==> config.mk <==
export PLATFORM = sky130hd
export DESIGN_NAME = level_coin_tracker
export DESIGN_NICKNAME = d
export VERILOG_FILES = /design/src/rtl/level_coin_tracker_pkg.sv /design/src/rtl/level_coin_tracker_coin_hit_detect.sv /design/src/rtl/level_coin_tracker.sv
export SDC_FILE = /design/constraint.sdc
export NUM_CORES = 1
export LEC_CHECK = 0
export ABC_CLOCK_PERIOD_IN_PS = 5400
export CAP_MARGIN = 0
export CORE_MARGIN = 5
export CORE_UTILIZATION = 46
export CTS_CLUSTER_DIAMETER = 60
export CTS_CLUSTER_SIZE = 16
export DETAILED_ROUTE_END_ITERATION = 10
export PLACE_DENSITY = 0.95
export SYNTH_ARGS = -nofsm -noshare
export SYNTH_HDL_FRONTEND = slang
export SYNTH_SLANG_ARGS = --single-unit
==> constraint.sdc <==
create_clock -name vga_clock -period 5.4 [get_ports vga_clock]
set_clock_uncertainty 0.2 [all_clocks]
set_input_delay 1.08 -clock vga_clock [delete_from_list [all_inputs] [get_ports vga_clock]]
set_output_delay 1.08 -clock vga_clock [all_outputs]
set_load 0.005 [all_outputs]
==> src/rtl/level_coin_tracker_pkg.sv <==
// Shared types for the level coin tracker: tile codes, tile write request,
// grid dimensions and small mask helpers used by the write arbiter.
package level_pkg;

  typedef enum logic [7:0] {
    BDR = 8'd0,
    SKY = 8'd1,
    BLK = 8'd2,
    GND = 8'd3,
    TKN = 8'd4
  } tile_t;

  typedef struct packed {
    logic [4:0] x;
    logic [3:0] y;
    logic [7:0] data;
  } tile_wr_t;

  typedef enum logic {WR_IDLE, WR_ISSUE} wr_state_t;

  localparam int GRID_COLS = 17;
  localparam int GRID_ROWS = 12;

  // Index of the lowest set bit (0 when the mask is empty).
  function automatic logic [3:0] lowest_idx(input logic [15:0] m);
    lowest_idx = 4'd0;
    for (int i = 15; i >= 0; i--)
      if (m[i]) lowest_idx = 4'(i);
  endfunction

  // Number of set bits in a 16-bit mask.
  function automatic logic [4:0] popcount(input logic [15:0] m);
    popcount = 5'd0;
    for (int i = 0; i < 16; i++)
      popcount = popcount + {4'd0, m[i]};
  endfunction

endpackage

==> src/rtl/level_coin_tracker_coin_hit_detect.sv <==
// Per-coin overlap detector: Mario box [x, x+MARIO_WIDTH) against the coin
// tile [cx*BW, cx*BW+BW), both axes, registered once. Negative Mario
// coordinates are treated as off-screen and never hit.
module coin_hit_detect
  import level_pkg::*;
#(
  parameter logic [4:0] COIN_X      = 5'd0,
  parameter logic [3:0] COIN_Y      = 4'd0,
  parameter int         MARIO_WIDTH = 42,
  parameter int         BLOCK_WIDTH = 40
) (
  input  logic               clk,
  input  logic               rst,
  input  logic signed [31:0] mario_x,
  input  logic signed [31:0] mario_y,
  output logic               hit_q
);

  localparam int CX = int'(COIN_X) * BLOCK_WIDTH;
  localparam int CY = int'(COIN_Y) * BLOCK_WIDTH;

  logic hit_d;

  // Half-open interval intersection on both axes, signed compare.
  always_comb begin
    hit_d = (mario_x >= 0) && (mario_y >= 0) &&
            (mario_x < CX + BLOCK_WIDTH) && (CX < mario_x + MARIO_WIDTH) &&
            (mario_y < CY + BLOCK_WIDTH) && (CY < mario_y + MARIO_WIDTH);
  end

  // Stage-1 register of the overlap result.
  always_ff @(posedge clk or posedge rst) begin
    if (rst) hit_q <= 1'b0;
    else     hit_q <= hit_d;
  end

endmodule

==> src/rtl/level_coin_tracker.sv <==
// Coin manager for one level: latches collected coins, keeps count and a
// saturating score, flags level completion and serialises background tile
// rewrites (SKY on collect, TKN on restart) over a valid/ready port.
// Optional macro COIN_COMBO_BONUS_EN doubles coin value while a combo timer runs.
module level_coin_tracker
  import level_pkg::*;
#(
  parameter int                     NUM_COINS   = 4,
  parameter logic [5*NUM_COINS-1:0] COIN_X      = '0,
  parameter logic [4*NUM_COINS-1:0] COIN_Y      = '0,
  parameter logic [7:0]             SKY         = 8'd1,
  parameter logic [7:0]             TKN         = 8'd4,
  parameter int                     MARIO_WIDTH = 42,
  parameter int                     BLOCK_WIDTH = 40,
  parameter int                     COIN_VALUE  = 100,
  parameter int                     SCORE_WIDTH = 16
) (
  input  logic                   vga_clock,
  input  logic                   reset,
  input  logic signed [31:0]     mario_x,
  input  logic signed [31:0]     mario_y,
  input  logic                   level_restart,
  output logic                   tile_wr_valid,
  input  logic                   tile_wr_ready,
  output logic [4:0]             tile_wr_x,
  output logic [3:0]             tile_wr_y,
  output logic [7:0]             tile_wr_data,
  output logic [NUM_COINS-1:0]   collected,
  output logic [4:0]             coin_count,
  output logic [SCORE_WIDTH-1:0] score,
  output logic                   collect_pulse,
  output logic                   level_complete
);

  localparam logic [31:0] SCORE_MAX = 32'((64'd1 << SCORE_WIDTH) - 64'd1);

  logic [NUM_COINS-1:0]   hit_q, new_hit, served_mask;
  logic [NUM_COINS-1:0]   collected_q, collected_d;
  logic [NUM_COINS-1:0]   pend_clr_q, pend_clr_d, pend_rst_q, pend_rst_d;
  logic [4:0]             count_q, count_d, new_cnt;
  logic [SCORE_WIDTH-1:0] score_q, score_d;
  logic                   pulse_q, pulse_d, done_q, done_d;
  logic [31:0]            coin_val, score_sum;
  wr_state_t              state_q, state_d;
  tile_wr_t               wr_q, wr_d;
  logic [3:0]             idx_q, idx_d, sel_idx;
  logic                   kind_rst_q, kind_rst_d, wr_fire;

  for (genvar i = 0; i < NUM_COINS; i++) begin : g_coin
    coin_hit_detect #(
      .COIN_X      (COIN_X[5*i +: 5]),
      .COIN_Y      (COIN_Y[4*i +: 4]),
      .MARIO_WIDTH (MARIO_WIDTH),
      .BLOCK_WIDTH (BLOCK_WIDTH)
    ) u_hit (
      .clk     (vga_clock),
      .rst     (reset),
      .mario_x (mario_x),
      .mario_y (mario_y),
      .hit_q   (hit_q[i])
    );
  end

`ifdef COIN_COMBO_BONUS_EN
  logic [7:0] combo_q, combo_d;

  // Combo window reloads on every collection and counts down to zero.
  always_comb begin
    combo_d = combo_q;
    if (level_restart)        combo_d = 8'd0;
    else if (|new_hit)        combo_d = 8'd120;
    else if (combo_q != 8'd0) combo_d = combo_q - 8'd1;
  end

  // Combo timer register.
  always_ff @(posedge vga_clock or posedge reset) begin
    if (reset) combo_q <= 8'd0;
    else       combo_q <= combo_d;
  end

  assign coin_val = (combo_q != 8'd0) ? 32'(2 * COIN_VALUE) : 32'(COIN_VALUE);
`else
  assign coin_val = 32'(COIN_VALUE);
`endif

  // Stage 2: latch new hits, update counters and the pending write masks.
  // Restart wins over any same-cycle collection and queues TKN restores.
  always_comb begin
    new_hit   = hit_q & ~collected_q;
    new_cnt   = popcount(16'(new_hit));
    score_sum = 32'(score_q) + 32'(new_cnt) * coin_val;
    for (int i = 0; i < NUM_COINS; i++)
      served_mask[i] = wr_fire && (idx_q == 4'(i));

    collected_d = collected_q | new_hit;
    count_d     = count_q + new_cnt;
    score_d     = (score_sum > SCORE_MAX) ? SCORE_MAX[SCORE_WIDTH-1:0]
                                          : score_sum[SCORE_WIDTH-1:0];
    pulse_d     = |new_hit;
    done_d      = done_q | (&collected_q);

    pend_clr_d = pend_clr_q;
    pend_rst_d = pend_rst_q;
    if (kind_rst_q) pend_rst_d = pend_rst_q & ~served_mask;
    else            pend_clr_d = pend_clr_q & ~served_mask;

    if (level_restart) begin
      collected_d = '0;
      count_d     = 5'd0;
      score_d     = '0;
      pulse_d     = 1'b0;
      done_d      = 1'b0;
      pend_clr_d  = '0;
      pend_rst_d  = pend_rst_d | collected_q;
    end else begin
      pend_clr_d  = pend_clr_d | new_hit;
    end
  end

  // Collection state registers.
  always_ff @(posedge vga_clock or posedge reset) begin
    if (reset) begin
      collected_q <= '0;
      count_q     <= 5'd0;
      score_q     <= '0;
      pulse_q     <= 1'b0;
      done_q      <= 1'b0;
      pend_clr_q  <= '0;
      pend_rst_q  <= '0;
    end else begin
      collected_q <= collected_d;
      count_q     <= count_d;
      score_q     <= score_d;
      pulse_q     <= pulse_d;
      done_q      <= done_d;
      pend_clr_q  <= pend_clr_d;
      pend_rst_q  <= pend_rst_d;
    end
  end

  // Write FSM next state: restores take priority, lowest coin index first;
  // the request is captured on IDLE->ISSUE and held until accepted.
  always_comb begin
    sel_idx    = (|pend_rst_q) ? lowest_idx(16'(pend_rst_q)) : lowest_idx(16'(pend_clr_q));
    state_d    = state_q;
    wr_d       = wr_q;
    idx_d      = idx_q;
    kind_rst_d = kind_rst_q;
    case (state_q)
      WR_IDLE: begin
        if ((|pend_rst_q) || (|pend_clr_q)) begin
          state_d    = WR_ISSUE;
          idx_d      = sel_idx;
          kind_rst_d = |pend_rst_q;
          wr_d.data  = (|pend_rst_q) ? TKN : SKY;
          for (int i = 0; i < NUM_COINS; i++) begin
            if (sel_idx == 4'(i)) begin
              wr_d.x = COIN_X[5*i +: 5];
              wr_d.y = COIN_Y[4*i +: 4];
            end
          end
        end
      end
      WR_ISSUE: if (tile_wr_ready) state_d = WR_IDLE;
      default:  state_d = WR_IDLE;
    endcase
  end

  // Write FSM outputs: valid purely from state so reset drops it at once.
  always_comb begin
    tile_wr_valid = (state_q == WR_ISSUE);
    wr_fire       = tile_wr_valid && tile_wr_ready;
  end

  // Write FSM state register.
  always_ff @(posedge vga_clock or posedge reset) begin
    if (reset) state_q <= WR_IDLE;
    else       state_q <= state_d;
  end

  // Captured write request and its pending-set origin.
  always_ff @(posedge vga_clock or posedge reset) begin
    if (reset) begin
      wr_q       <= '0;
      idx_q      <= 4'd0;
      kind_rst_q <= 1'b0;
    end else begin
      wr_q       <= wr_d;
      idx_q      <= idx_d;
      kind_rst_q <= kind_rst_d;
    end
  end

  assign tile_wr_x      = wr_q.x;
  assign tile_wr_y      = wr_q.y;
  assign tile_wr_data   = wr_q.data;
  assign collected      = collected_q;
  assign coin_count     = count_q;
  assign score          = score_q;
  assign collect_pulse  = pulse_q;
  assign level_complete = done_q;

endmodule

==> impl_metrics.toml <==
[clocking]
htree_num_levels = 2
clockBufferDepth = 2
postCtsHoldBufs = 0
worst_skew_pair.late_latency_ns = 0.30
cts_setup_buffers = 0
cts_tree = "done"
cts_made_buffers = 5
cts.sinks = 40
clk_pin_slew_ns = 0.09
ctsResizeCount = 0
cts-root-buf = "clkbuf_8"

[worst_setup_path]
setup.worst_path.end = "score[2]$_DFF_PP0_"
arrival_ns = 4.42
worstSetupStartpoint = "collected[1]$_DFF_PP0_"
r2r_cells = 13
rr_endpoint = "score[2]$_DFF_PP0_"
max_stage_delay_ns = 0.55
start_kind = "flip-flop"
cp_slowest_cell = "fa_1"
cp-end-kind = "flip-flop"
crit_required_ns = 5.43
r2r_slack_ns = 1.00
cp_max_fo = 12
critPathMostFrequentCell = "inv_1"
critical_path_class = "flip-flop to flip-flop"
timing.rr.start = "collected[1]$_DFF_PP0_"
crit_path_cell_trace = "nand2b_1 -> fa_1 -> inv_1 -> ha_1 -> inv_1 -> fa_1 -> inv_1 -> ha_1 -> nand2_1 -> a211oi_2 -> a211o_1 -> nand3_1 -> a21oi_1"

[final_layout]
n_antenna_cell = 0
layout_common_cells = "clkdlybuf4s50_1, dfrtp_1, a21oi_1"
nNetsFinal = 471
finalNonFillerCells = 451
final_common_cell = "clkdlybuf4s50_1"
area_growth_syn_to_layout_pct = 38.0
layout-drive-gt1-share = 0.0449
fillers = 446

[synth]
synth_area_mm2 = 0.00263
synth_cell_type_count = 44
async_flop_share = 1.00
yosysSeqAreaShare = 0.381
synthFlopType = "dfrtp_1"
synth_top_area_share = 0.381
synth.area.top_cells = "dfrtp_1, ha_1, a21oi_1, buf_4, fa_1"
synth_cells = 288
synth-seq-cells = 40
synth-warning-count = 0
avgSynthCellArea_um2 = 9.12
yosysTopAreaCell = "dfrtp_1"
synth-edff-count = 0

[detailed_routing]
antenna_left = 0
vias = 2458
routed_wl_mm = 6.79
drt_iter0_drc = 124
route.detailed.drc = 0
post_drt_wl_per_cell_um = 15.0
viasPerCell = 5.45
dr.pass1.iters = 4

[die]
num_rows = 27
core_mm2 = 0.00554
die_w_um = 85.6
die_h_um = 85.6
num_io_pins = 113
start_util = 0.474
die-area_mm2 = 0.00732

[timing]
hold_violations = 0
slew_headroom = 0.590
worstMarginPinSlew_ns = 0.609
setup_viol = 0
min_period_ns = 4.40
fmax_ghz = 0.227
period_share = 0.814
fin_tns_setup_ns = 0
holdWs_ns = 0.308
report.final.slew_viol_count = 0
rsz0062_at_grt = "false"

[placed_design]
gp_congestion = 0.921
placed_cells = 443
place_hpwl_mm = 5.30
port_buffers = 91

[pwr]
ir_drop_uv = 130
p_per_area_mw_per_mm2 = 203
leakagePower_nw = 1.65

[outcome]
status = "finished clean"

[grt]
grt_max_degree = 41
antenna_found_initial = 0
grt_pass1_vias = 2523
grt_overflow = 0
grt_first_pass_wirelength_mm = 11.0
grt_usage = 0.185

[flow_run]
cap_violations = 0

[min_path]
min_path_type = "flip-flop to flip-flop"
## power by group
group,internal [W],leakage (nW),switching (W),total (W)
Combinational,0.0000931,1.05,0.0000726,0.000166
Sequential,0.000327,0.547,0.0000281,0.000355
Clock,0.000105,0.0516,0.000112,0.000217
Total,0.000525,1.65,0.000213,0.000737
## per-stage QoR
step                 util  cell area [um^2]  total power, W  setup slack, ns
floorplan               -              2680        0.000447             1.65
global placement    0.637              3530        0.000517             1.18
detailed placement  0.637              3530        0.000527             1.06
CTS                 0.655              3630        0.000742             1.03
global route        0.655              3630        0.000784            0.684
finish              0.655              3630        0.000737             1.00
## area by class of cell
| type | count | area [um^2] | area share |
|---|---|---|---|
| Tap cell | 72 | 90.1 | 0.0248 |
| Timing Repair Buffer | 93 | 926 | 0.255 |
| Sequential cell | 40 | 1000 | 0.276 |
| Clock inverter | 2 | 13.8 | 0.00379 |
| Inverter | 21 | 78.8 | 0.0217 |
| Clock buffer | 6 | 82.6 | 0.0228 |
| Multi-Input combinational cell | 217 | 1440 | 0.396 |
## worst max-delay path, delay by kind of cell, from the launching register on
family          cells  cell delay [ns]
compound gates      3             0.89
fa+ha+maj           4             1.82
buf+inv             3             0.18
flops               1             0.43
simple gates        3             0.79
## sequential cells by signal (all words and copies together) (netlist names)
register / cells
tile_wr_data: 2
idx_q: 2
tile_wr_valid: 1
collect_pulse: 1
score: 15
level_complete: 1
pend_clr_q: 4
collected: 4
coin_count: 5
g_coin.u_hit.hit_q: 1
pend_rst_q: 4
## synthesized netlist by cell type, drive strengths merged (2+ instances only)
master    n
a211oi    5
a21o      5
a21oi    33
and2      4
and3      4
buf      19
clkbuf    5
dfrtp    40
fa        5
ha       20
inv      21
nand2    20
nand2b    6
nand3     6
nand4     3
nor2     24
nor2b     4
nor3      3
nor4     16
o2111ai   3
o211ai    3
o21ai    13
o311ai    2
o31ai     3
or4       2
xnor2     2
xor2      5
## routing by layer
| layer | global-route usage | vias up | routed length [um] |
|---|---|---|---|
| met5 | 0 | - | 0 |
| met4 | 0.0705 | 0 | 135 |
| met3 | 0.0413 | 12 | 525 |
| met2 | 0.331 | 121 | 3460 |
| met1 | 0.214 | 1153 | 2660 |
| li1 | - | 1172 | - |
## cells by family (layout without fill, tap and decap cells)
| group | after synthesis | in the layout | synth area share |
|---|---|---|---|
| AOI/OAI and AO/OA | 75 | 75 | 0.181 |
| xor gates and xnor gates | 7 | 7 | 0.0233 |
| adders and majority gates | 25 | 25 | 0.133 |
| buffers and inverters | 45 | 122 | 0.0929 |
| DFF | 40 | 40 | 0.381 |
| muxes | 1 | 1 | 0.00429 |
| other | 1 | 15 | 0.00143 |
| and+or+nand+nor | 94 | 94 | 0.183 |
## how the worst min path moves through the flow
| stage | from | end | slack (ns) | cells past startpoint |
|---|---|---|---|---|
| after floorplan | level_complete$_DFF_PP0_ | level_complete$_DFF_PP0_ | 0.29 | 2 |
| final | tile_wr_data[0]$_DFFE_PP0P_ | tile_wr_data[0]$_DFFE_PP0P_ | 0.31 | 1 |
| after CTS | tile_wr_data[0]$_DFFE_PP0P_ | tile_wr_data[0]$_DFFE_PP0P_ | 0.32 | 1 |
| after global routing | level_complete$_DFF_PP0_ | level_complete$_DFF_PP0_ | 0.35 | 2 |
| after detailed placement | tile_wr_data[0]$_DFFE_PP0P_ | tile_wr_data[0]$_DFFE_PP0P_ | 0.30 | 1 |
| after global placement | level_complete$_DFF_PP0_ | level_complete$_DFF_PP0_ | 0.29 | 2 |
(Power assumes the default switching activity.)
